$ cat src/rtl/ps2_pkg.sv
// ---------------------------------------------------------------------------
// ps2_pkg
// Shared definitions for the PS/2 receive path: the frame FSM state type,
// the two scan-code prefix bytes, the default filter and watchdog sizes,
// and a helper that decides whether a completed frame is well formed.
// ---------------------------------------------------------------------------
package ps2_pkg;

   // Frame receiver states. IDLE waits for a start bit (data low on a
   // falling clock edge); DATA collects eight bits LSB first; PARITY and
   // STOP each take a single sample.
   typedef enum logic [1:0] {
      IDLE   = 2'd0,
      DATA   = 2'd1,
      PARITY = 2'd2,
      STOP   = 2'd3
   } state_t;

   // Prefix bytes: E0 marks an extended key, F0 marks a key release.
   localparam logic [7:0] PREFIX_EXT = 8'hE0;
   localparam logic [7:0] PREFIX_REL = 8'hF0;

   // Default glitch-filter depth and idle-bit watchdog limit
   // (100000 cycles is 2 ms at 50 MHz).
   localparam int FILT_DEFAULT = 8;
   localparam int TMO_DEFAULT  = 100000;

   // A frame is good when the stop bit is high and the eight data bits
   // plus the parity bit hold an odd number of ones.
   function automatic logic frame_good(input logic [7:0] data,
                                       input logic       par,
                                       input logic       stop);
      return stop & (^{data, par});
   endfunction

endpackage

$ cat src/rtl/ps2_rx_frame_if.sv
// ---------------------------------------------------------------------------
// ps2_rx_frame_if
// Bundles the PS/2 line pair and the decoded scan-code outputs.
//   ps2_clk, ps2_dat : raw PS/2 lines, driven by the device side (master)
//   code             : last completed non-prefix scan code
//   ext              : code was preceded by E0
//   rel              : code was preceded by F0 (key release)
//   valid            : one-cycle strobe, code/ext/rel are new
//   err              : one-cycle strobe, framing, parity or timeout error
// The master modport is the keyboard/host-bench side, the slave modport is
// the receiver.
// ---------------------------------------------------------------------------
interface ps2_rx_frame_if;

   logic       ps2_clk;
   logic       ps2_dat;
   logic [7:0] code;
   logic       ext;
   logic       rel;
   logic       valid;
   logic       err;

   modport master (
      output ps2_clk,
      output ps2_dat,
      input  code,
      input  ext,
      input  rel,
      input  valid,
      input  err
   );

   modport slave (
      input  ps2_clk,
      input  ps2_dat,
      output code,
      output ext,
      output rel,
      output valid,
      output err
   );

endinterface

$ cat src/rtl/ps2_line_filter.sv
// ---------------------------------------------------------------------------
// ps2_line_filter
// Brings one raw, asynchronous PS/2 line into the clk domain and removes
// short glitches.
//   clk   : system clock
//   reset : synchronous, active-high reset; everything returns to the idle
//           (high) line level
//   raw   : asynchronous PS/2 line
//   level : filtered line level
// The filtered level only follows the synchronized input once the two have
// disagreed for FILT consecutive cycles; any agreement restarts the count.
// ---------------------------------------------------------------------------
module ps2_line_filter #(
   parameter int FILT = 8
) (
   input  logic clk,
   input  logic reset,
   input  logic raw,
   output logic level
);

   localparam int CW = (FILT > 1) ? $clog2(FILT) : 1;
   localparam logic [CW-1:0] CNT_LAST = CW'(FILT - 1);

   logic          sync_a;
   logic          sync_b;
   logic [CW-1:0] cnt;

   // Two-flop synchronizer followed by the stability counter. The counter
   // holds the number of cycles the synchronized line has already differed
   // from the filtered level; on the FILT-th differing cycle the level flips.
   always_ff @(posedge clk) begin
      if (reset) begin
         sync_a <= 1'b1;
         sync_b <= 1'b1;
         level  <= 1'b1;
         cnt    <= '0;
      end else begin
         sync_a <= raw;
         sync_b <= sync_a;
         if (sync_b == level) begin
            cnt <= '0;
         end else if (cnt == CNT_LAST) begin
            level <= sync_b;
            cnt   <= '0;
         end else begin
            cnt <= cnt + CW'(1);
         end
      end
   end

endmodule

$ cat src/rtl/ps2_rx_frame.sv
// ---------------------------------------------------------------------------
// ps2_rx_frame
// PS/2 device-to-host frame receiver with scan-code prefix tracking.
//   clk   : system clock, single domain, rising edge
//   reset : synchronous, active-high reset
//   bus   : ps2_rx_frame_if.slave
//           ps2_clk/ps2_dat in  - raw PS/2 lines
//           code        out - last completed non-prefix scan code
//           ext         out - code was preceded by E0
//           rel         out - code was preceded by F0
//           valid       out - one-cycle strobe, code/ext/rel updated
//           err         out - one-cycle strobe, framing/parity/timeout
// Parameters:
//   FILT : stable cycles needed before a filtered line changes level
//   TMO  : watchdog limit in clk cycles between samples inside a frame
// Both lines are filtered, and the falling edge of the filtered clock is
// the only point at which the data line is sampled.
// ---------------------------------------------------------------------------
module ps2_rx_frame
   import ps2_pkg::*;
#(
   parameter int FILT = FILT_DEFAULT,
   parameter int TMO  = TMO_DEFAULT
) (
   input  logic            clk,
   input  logic            reset,
   ps2_rx_frame_if.slave   bus
);

   localparam int WW = $clog2(TMO + 1);
   localparam logic [WW-1:0] WDOG_LAST = WW'(TMO - 1);

   logic clk_f;
   logic dat_f;
   logic clk_f_d;
   logic sample;

   state_t        state,    state_n;
   logic [2:0]    bitcnt,   bitcnt_n;
   logic [7:0]    shift,    shift_n;
   logic          par_bit,  par_bit_n;
   logic [WW-1:0] wdog,     wdog_n;
   logic          ext_pend, ext_pend_n;
   logic          rel_pend, rel_pend_n;
   logic [7:0]    code_q,   code_n;
   logic          ext_q,    ext_n;
   logic          rel_q,    rel_n;
   logic          valid_q,  valid_n;
   logic          err_q,    err_n;

   // One filter per raw line.
   ps2_line_filter #(.FILT(FILT)) u_clk_filter (
      .clk   (clk),
      .reset (reset),
      .raw   (bus.ps2_clk),
      .level (clk_f)
   );

   ps2_line_filter #(.FILT(FILT)) u_dat_filter (
      .clk   (clk),
      .reset (reset),
      .raw   (bus.ps2_dat),
      .level (dat_f)
   );

   // Delayed copy of the filtered clock for falling-edge detection. It
   // resets high so that a line that is already idle never looks like an
   // edge when reset is released.
   always_ff @(posedge clk) begin
      if (reset) begin
         clk_f_d <= 1'b1;
      end else begin
         clk_f_d <= clk_f;
      end
   end

   assign sample = clk_f_d & ~clk_f;

   // State register for the frame FSM, the datapath it owns and the
   // registered output strobes.
   always_ff @(posedge clk) begin
      if (reset) begin
         state    <= IDLE;
         bitcnt   <= '0;
         shift    <= '0;
         par_bit  <= 1'b0;
         wdog     <= '0;
         ext_pend <= 1'b0;
         rel_pend <= 1'b0;
         code_q   <= 8'h00;
         ext_q    <= 1'b0;
         rel_q    <= 1'b0;
         valid_q  <= 1'b0;
         err_q    <= 1'b0;
      end else begin
         state    <= state_n;
         bitcnt   <= bitcnt_n;
         shift    <= shift_n;
         par_bit  <= par_bit_n;
         wdog     <= wdog_n;
         ext_pend <= ext_pend_n;
         rel_pend <= rel_pend_n;
         code_q   <= code_n;
         ext_q    <= ext_n;
         rel_q    <= rel_n;
         valid_q  <= valid_n;
         err_q    <= err_n;
      end
   end

   // Next-state and datapath logic. Strobes are computed in the cycle the
   // stop bit is sampled and registered, so they appear one cycle later and
   // last exactly one cycle. The watchdog only runs while a frame is in
   // progress; a sample in the same cycle as an expiry takes priority, so
   // a slow but still live frame is never aborted.
   always_comb begin
      state_n    = state;
      bitcnt_n   = bitcnt;
      shift_n    = shift;
      par_bit_n  = par_bit;
      wdog_n     = wdog;
      ext_pend_n = ext_pend;
      rel_pend_n = rel_pend;
      code_n     = code_q;
      ext_n      = ext_q;
      rel_n      = rel_q;
      valid_n    = 1'b0;
      err_n      = 1'b0;

      if (state == IDLE || sample) begin
         wdog_n = '0;
      end else begin
         wdog_n = wdog + WW'(1);
      end

      case (state)
         IDLE: begin
            if (sample && !dat_f) begin
               state_n  = DATA;
               bitcnt_n = '0;
            end
         end

         DATA: begin
            if (sample) begin
               shift_n  = {dat_f, shift[7:1]};
               bitcnt_n = bitcnt + 3'd1;
               if (bitcnt == 3'd7) begin
                  state_n = PARITY;
               end
            end
         end

         PARITY: begin
            if (sample) begin
               par_bit_n = dat_f;
               state_n   = STOP;
            end
         end

         STOP: begin
            if (sample) begin
               state_n = IDLE;
               if (frame_good(shift, par_bit, dat_f)) begin
                  if (shift == PREFIX_EXT) begin
                     ext_pend_n = 1'b1;
                  end else if (shift == PREFIX_REL) begin
                     rel_pend_n = 1'b1;
                  end else begin
                     code_n     = shift;
                     ext_n      = ext_pend;
                     rel_n      = rel_pend;
                     valid_n    = 1'b1;
                     ext_pend_n = 1'b0;
                     rel_pend_n = 1'b0;
                  end
               end else begin
                  err_n      = 1'b1;
                  ext_pend_n = 1'b0;
                  rel_pend_n = 1'b0;
               end
            end
         end

         default: begin
            state_n = IDLE;
         end
      endcase

      // Watchdog expiry abandons the frame and any pending prefix.
      if (state != IDLE && !sample && wdog == WDOG_LAST) begin
         state_n    = IDLE;
         wdog_n     = '0;
         err_n      = 1'b1;
         ext_pend_n = 1'b0;
         rel_pend_n = 1'b0;
      end
   end

   assign bus.code  = code_q;
   assign bus.ext   = ext_q;
   assign bus.rel   = rel_q;
   assign bus.valid = valid_q;
   assign bus.err   = err_q;

endmodule

$ cat src/flat_wrapper.sv
// flat-port wrapper written by rule: the top's interface ports become plain ports
module ps2_rx_frame_flat import ps2_pkg::*;
#(
   parameter int FILT = FILT_DEFAULT,
   parameter int TMO  = TMO_DEFAULT
)
  (clk, reset, bus_ps2_clk, bus_ps2_dat, bus_code, bus_ext, bus_rel, bus_valid, bus_err);
  ps2_rx_frame_if bus_i ();
  input  logic clk;
  input  logic reset;
  input wire logic [$bits(bus_i.ps2_clk)-1:0] bus_ps2_clk;
  input wire logic [$bits(bus_i.ps2_dat)-1:0] bus_ps2_dat;
  output wire logic [$bits(bus_i.code)-1:0] bus_code;
  output wire logic [$bits(bus_i.ext)-1:0] bus_ext;
  output wire logic [$bits(bus_i.rel)-1:0] bus_rel;
  output wire logic [$bits(bus_i.valid)-1:0] bus_valid;
  output wire logic [$bits(bus_i.err)-1:0] bus_err;
  assign bus_i.ps2_clk = bus_ps2_clk;
  assign bus_i.ps2_dat = bus_ps2_dat;
  assign bus_code = bus_i.code;
  assign bus_ext = bus_i.ext;
  assign bus_rel = bus_i.rel;
  assign bus_valid = bus_i.valid;
  assign bus_err = bus_i.err;
  ps2_rx_frame #(.FILT(FILT), .TMO(TMO)) u_core (.clk(clk), .reset(reset), .bus(bus_i));
endmodule
$ cat config.mk
export PLATFORM = sky130hd
export DESIGN_NAME = ps2_rx_frame_flat
export DESIGN_NICKNAME = d
export VERILOG_FILES = /design/src/rtl/ps2_pkg.sv /design/src/rtl/ps2_rx_frame_if.sv /design/src/rtl/ps2_line_filter.sv /design/src/rtl/ps2_rx_frame.sv /design/src/flat_wrapper.sv
export SDC_FILE = /design/constraint.sdc
export NUM_CORES = 1
export LEC_CHECK = 0
export ABC_AREA = 1
export BUFFER_PORTS_ARGS = -buffer_cell sky130_fd_sc_hd__buf_2
export CELL_PAD_IN_SITES_DETAIL_PLACEMENT = 1
export CELL_PAD_IN_SITES_GLOBAL_PLACEMENT = 2
export CORE_UTILIZATION = 30
export CTS_CLUSTER_SIZE = 14
export DETAILED_ROUTE_END_ITERATION = 6
export PLACE_DENSITY = 0.67
export REMOVE_ABC_BUFFERS = 1
export SLEW_MARGIN = 20
export SYNTH_ARGS = -nofsm -noshare
export SYNTH_HDL_FRONTEND = slang
export SYNTH_SLANG_ARGS = --single-unit
$ cat constraint.sdc
create_clock -name clk -period 2 [get_ports clk]
set_clock_uncertainty 0.2 [all_clocks]
set_input_delay 0.4 -clock clk [delete_from_list [all_inputs] [get_ports clk]]
set_output_delay 0.4 -clock clk [all_outputs]
set_load 0.1 [all_outputs]
==> qor.yml <==
setup_tns_ns: 0
vias: 2126
start_util: 0.312
design_area_um2: 3070
postSynthCellCount: 338
use_met3: 0.0386
place_area_um2: 2840
synthTopCellsByArea: "dfxtp_1 45%, nor2_1 8.5%, nand2_1 7.1%"
pwr-share-comb: 0.014
num_rows: 33
clock_latency_ns: 0.34
drtAntennaViolNets: 0
drt-initial-drc-count: 46
die_h_um: 94.9
syn_area_per_cell_um2: 7.67
fin_ws_ns: 0.212
cts.htree.levels: 3
syn_area_um2: 2590
holdWs_ns: 0.0425
area.growth.synth_to_final_pct: 18.3
worstPathArrival_ns: 1.82
finalCritPeriodShare: 0.894
cp.required_ns: 2.03
p_int_mw: 1.81
end_kind: "register"
finalHoldViolations: 0
gr-total-overflow: 0
async_reset_ff_frac: 0
crit_path_max_fanout: 10
layout_min_cycle_time_ns: 1.79
power-per-cell-area_nw_per_um2: 753
synth_most_common_cell: "nor2_1"
ys_seq_elements: 58
slew_headroom: 0.677
busiest_layer: "met2"
finalWirelength_mm: 5.86
grt_first_pass_wirelength_mm: 10.1
clockBufferDepth: 2
seq_power_share: 0.503
dieArea_um2: 9010
max_freq_mhz: 559
post_cts_buffers: 0
grtUsageMet2: 0.222
fillers: 1048
layout-drive-gt1-share: 0.168
place.gp.congestion: 0.746
synthFlopType: "dfxtp_1"
ir_worst_vdd_uv: 319
pre_cts_slack_ns: 0.132
setup_viol: 0
via_per_inst: 4.49
timing.hold.worst.class: "in -> reg"
seq_area_frac_synth: 0.448
dr.pass1.iters: 4
grt_pass1_vias: 2160
grt_usage: 0.149
p_switching_uw: 499
synth_edf_count: 0
yosys-top-cells-count: "59 x nor2_1, 58 x dfxtp_1, 49 x nand2_1, 40 x inv_1"
diodes: 0
clockRootBuffer: "clkbuf_8"
numCtsBuffers: 9
rsz0062_at_grt: "no"
nets: 379
clkTransAtPathRegs_ns: 0.07
wire_per_inst_um: 12.4
core_um2: 8300
die_x_um: 94.9
drv_cap: 0
fin_total_pwr_mw: 2.31
grt.met1_usage: 0.199
io_pins: 16
status: "finished, final reports clean"
clock-sinks: 58
cts_tree: "yes"
grt_max_degree: 18
worst_pin_slew_ns: 0.487
portBuffers: 15
path_class: "reg -> reg"
synth_top_area_share: 0.448
netSwitchingFraction: 0.216
synth_area_leader_cell: "dfxtp_1"
leakagePower_nw: 1.32
hpwlAfterDp_mm: 4.28
clockPowerShare: 0.483
antenna_found_initial: 0
synth_warnings: 0
drc: 0
critPathLaunchType: "register"
drv_slew: 0
synth.distinct_cells: 30
==> cells by family (layout without fill, tap and decap cells) <==
kind of cell,count (synthesis),count (layout),share of synthesized area
fa+ha+maj,11,11,0.0531
xor+xnor,16,16,0.0541
buf+inv,54,85,0.0840
simple gates,157,157,0.275
compound gates,42,42,0.0860
flops,58,58,0.448
==> power by group through the flow <==
stage | logic (mW) | clock network (mW) | registers (mW)
6_report | 0.0321 | 1.11 | 1.16
5_1_grt | 0.0373 | 1.22 | 1.16
4_1_cts | 0.0335 | 1.17 | 1.16
3_5_place_dp | 0.0335 | 0 | 1.19
3_3_place_gp | 0.0331 | 0 | 1.19
2_1_floorplan | 0.0146 | 0 | 1.19
==> worst paths after layout <==
kind	from	to	slack [ns]	cells past startpoint
worst max-delay path	u_core.u_clk_filter.level$_SDFFE_PP1P_	u_core.bus.code[1]$_SDFFE_PP0P_	0.21	10
worst min-delay path	bus_ps2_dat	u_core.u_dat_filter.sync_a$_SDFF_PP1_	0.04	2
worst max register to register	u_core.u_clk_filter.level$_SDFFE_PP1P_	u_core.bus.code[1]$_SDFFE_PP0P_	0.21	10
worst min register to register	u_core.u_clk_filter.sync_a$_SDFF_PP1_	u_core.u_clk_filter.sync_b$_SDFF_PP1_	0.21	1
==> timing repair <==
| item | CTS | global route |
|---|---|---|
| hold buffers | 0 | 0 |
| setup endpoints to repair | 0 | 27 |
| resized for setup | 0 | 6 |
==> worst max-delay path, stage by stage (launching register included) <==
cell	delay [ns]
dfxtp_1	0.33
inv_2	0.07
nand2_1	0.09
inv_2	0.15
nand2_1	0.07
inv_1	0.14
nand3b_1	0.15
nor2_4	0.18
inv_2	0.12
nor2_1	0.13
nor2_1	0.06
==> cells in the final DEF, fill, tap and decap left out, types with 2 or more instances in the layout <==
cell type	n
inv_2	5
a21oi_1	18
xnor2_1	3
buf_4	7
nand3_1	18
inv_1	40
dfxtp_1	56
dfxtp_2	2
nand4_1	8
buf_2	15
nor4_2	2
o21ai_0	12
o211ai_1	2
nor2_1	59
ha_1	9
ha_2	2
clkinv_2	3
nand2_1	49
o21ai_1	8
nand2_2	2
clkbuf_8	11
buf_12	2
xor2_1	13
or2_2	4
nor3_1	8
==> layout make-up <==
type	instances	area, um2	area share
Clock buffer	11	151	0.0494
Clock inverter	5	52.6	0.0171
Inverter	45	169	0.0551
Multi-Input combinational cell	226	1230	0.401
Sequential cell	58	1160	0.380
Tap cell	105	131	0.0429
Timing Repair Buffer	24	168	0.0547
==> flip-flops by register name, summed over array words and instances, names as in the netlist, 2 cells and up <==
signal                   cells
u_core.state                 2
u_core.shift                 8
u_core.bitcnt                3
u_core.bus.code              8
u_core.u_clk_filter.cnt      3
u_core.wdog                 17
u_core.u_dat_filter.cnt      3
==> per-stage QoR <==
step                      utilization  std cells
after floorplan                     -        329
after global placement          0.342        458
after detailed placement        0.342        458
after CTS                       0.367        474
after global routing            0.369        474
final                           0.369        474
==> layer usage <==
layer / wire length (um) / up-vias / share of wire
met5: 0 / - / 0
met4: 106 / 0 / 0.018
met3: 141 / 8 / 0.024
met2: 2560 / 16 / 0.44
met1: 3060 / 964 / 0.52
li1: - / 1138 / -
Power figures use the tool's default switching activity.
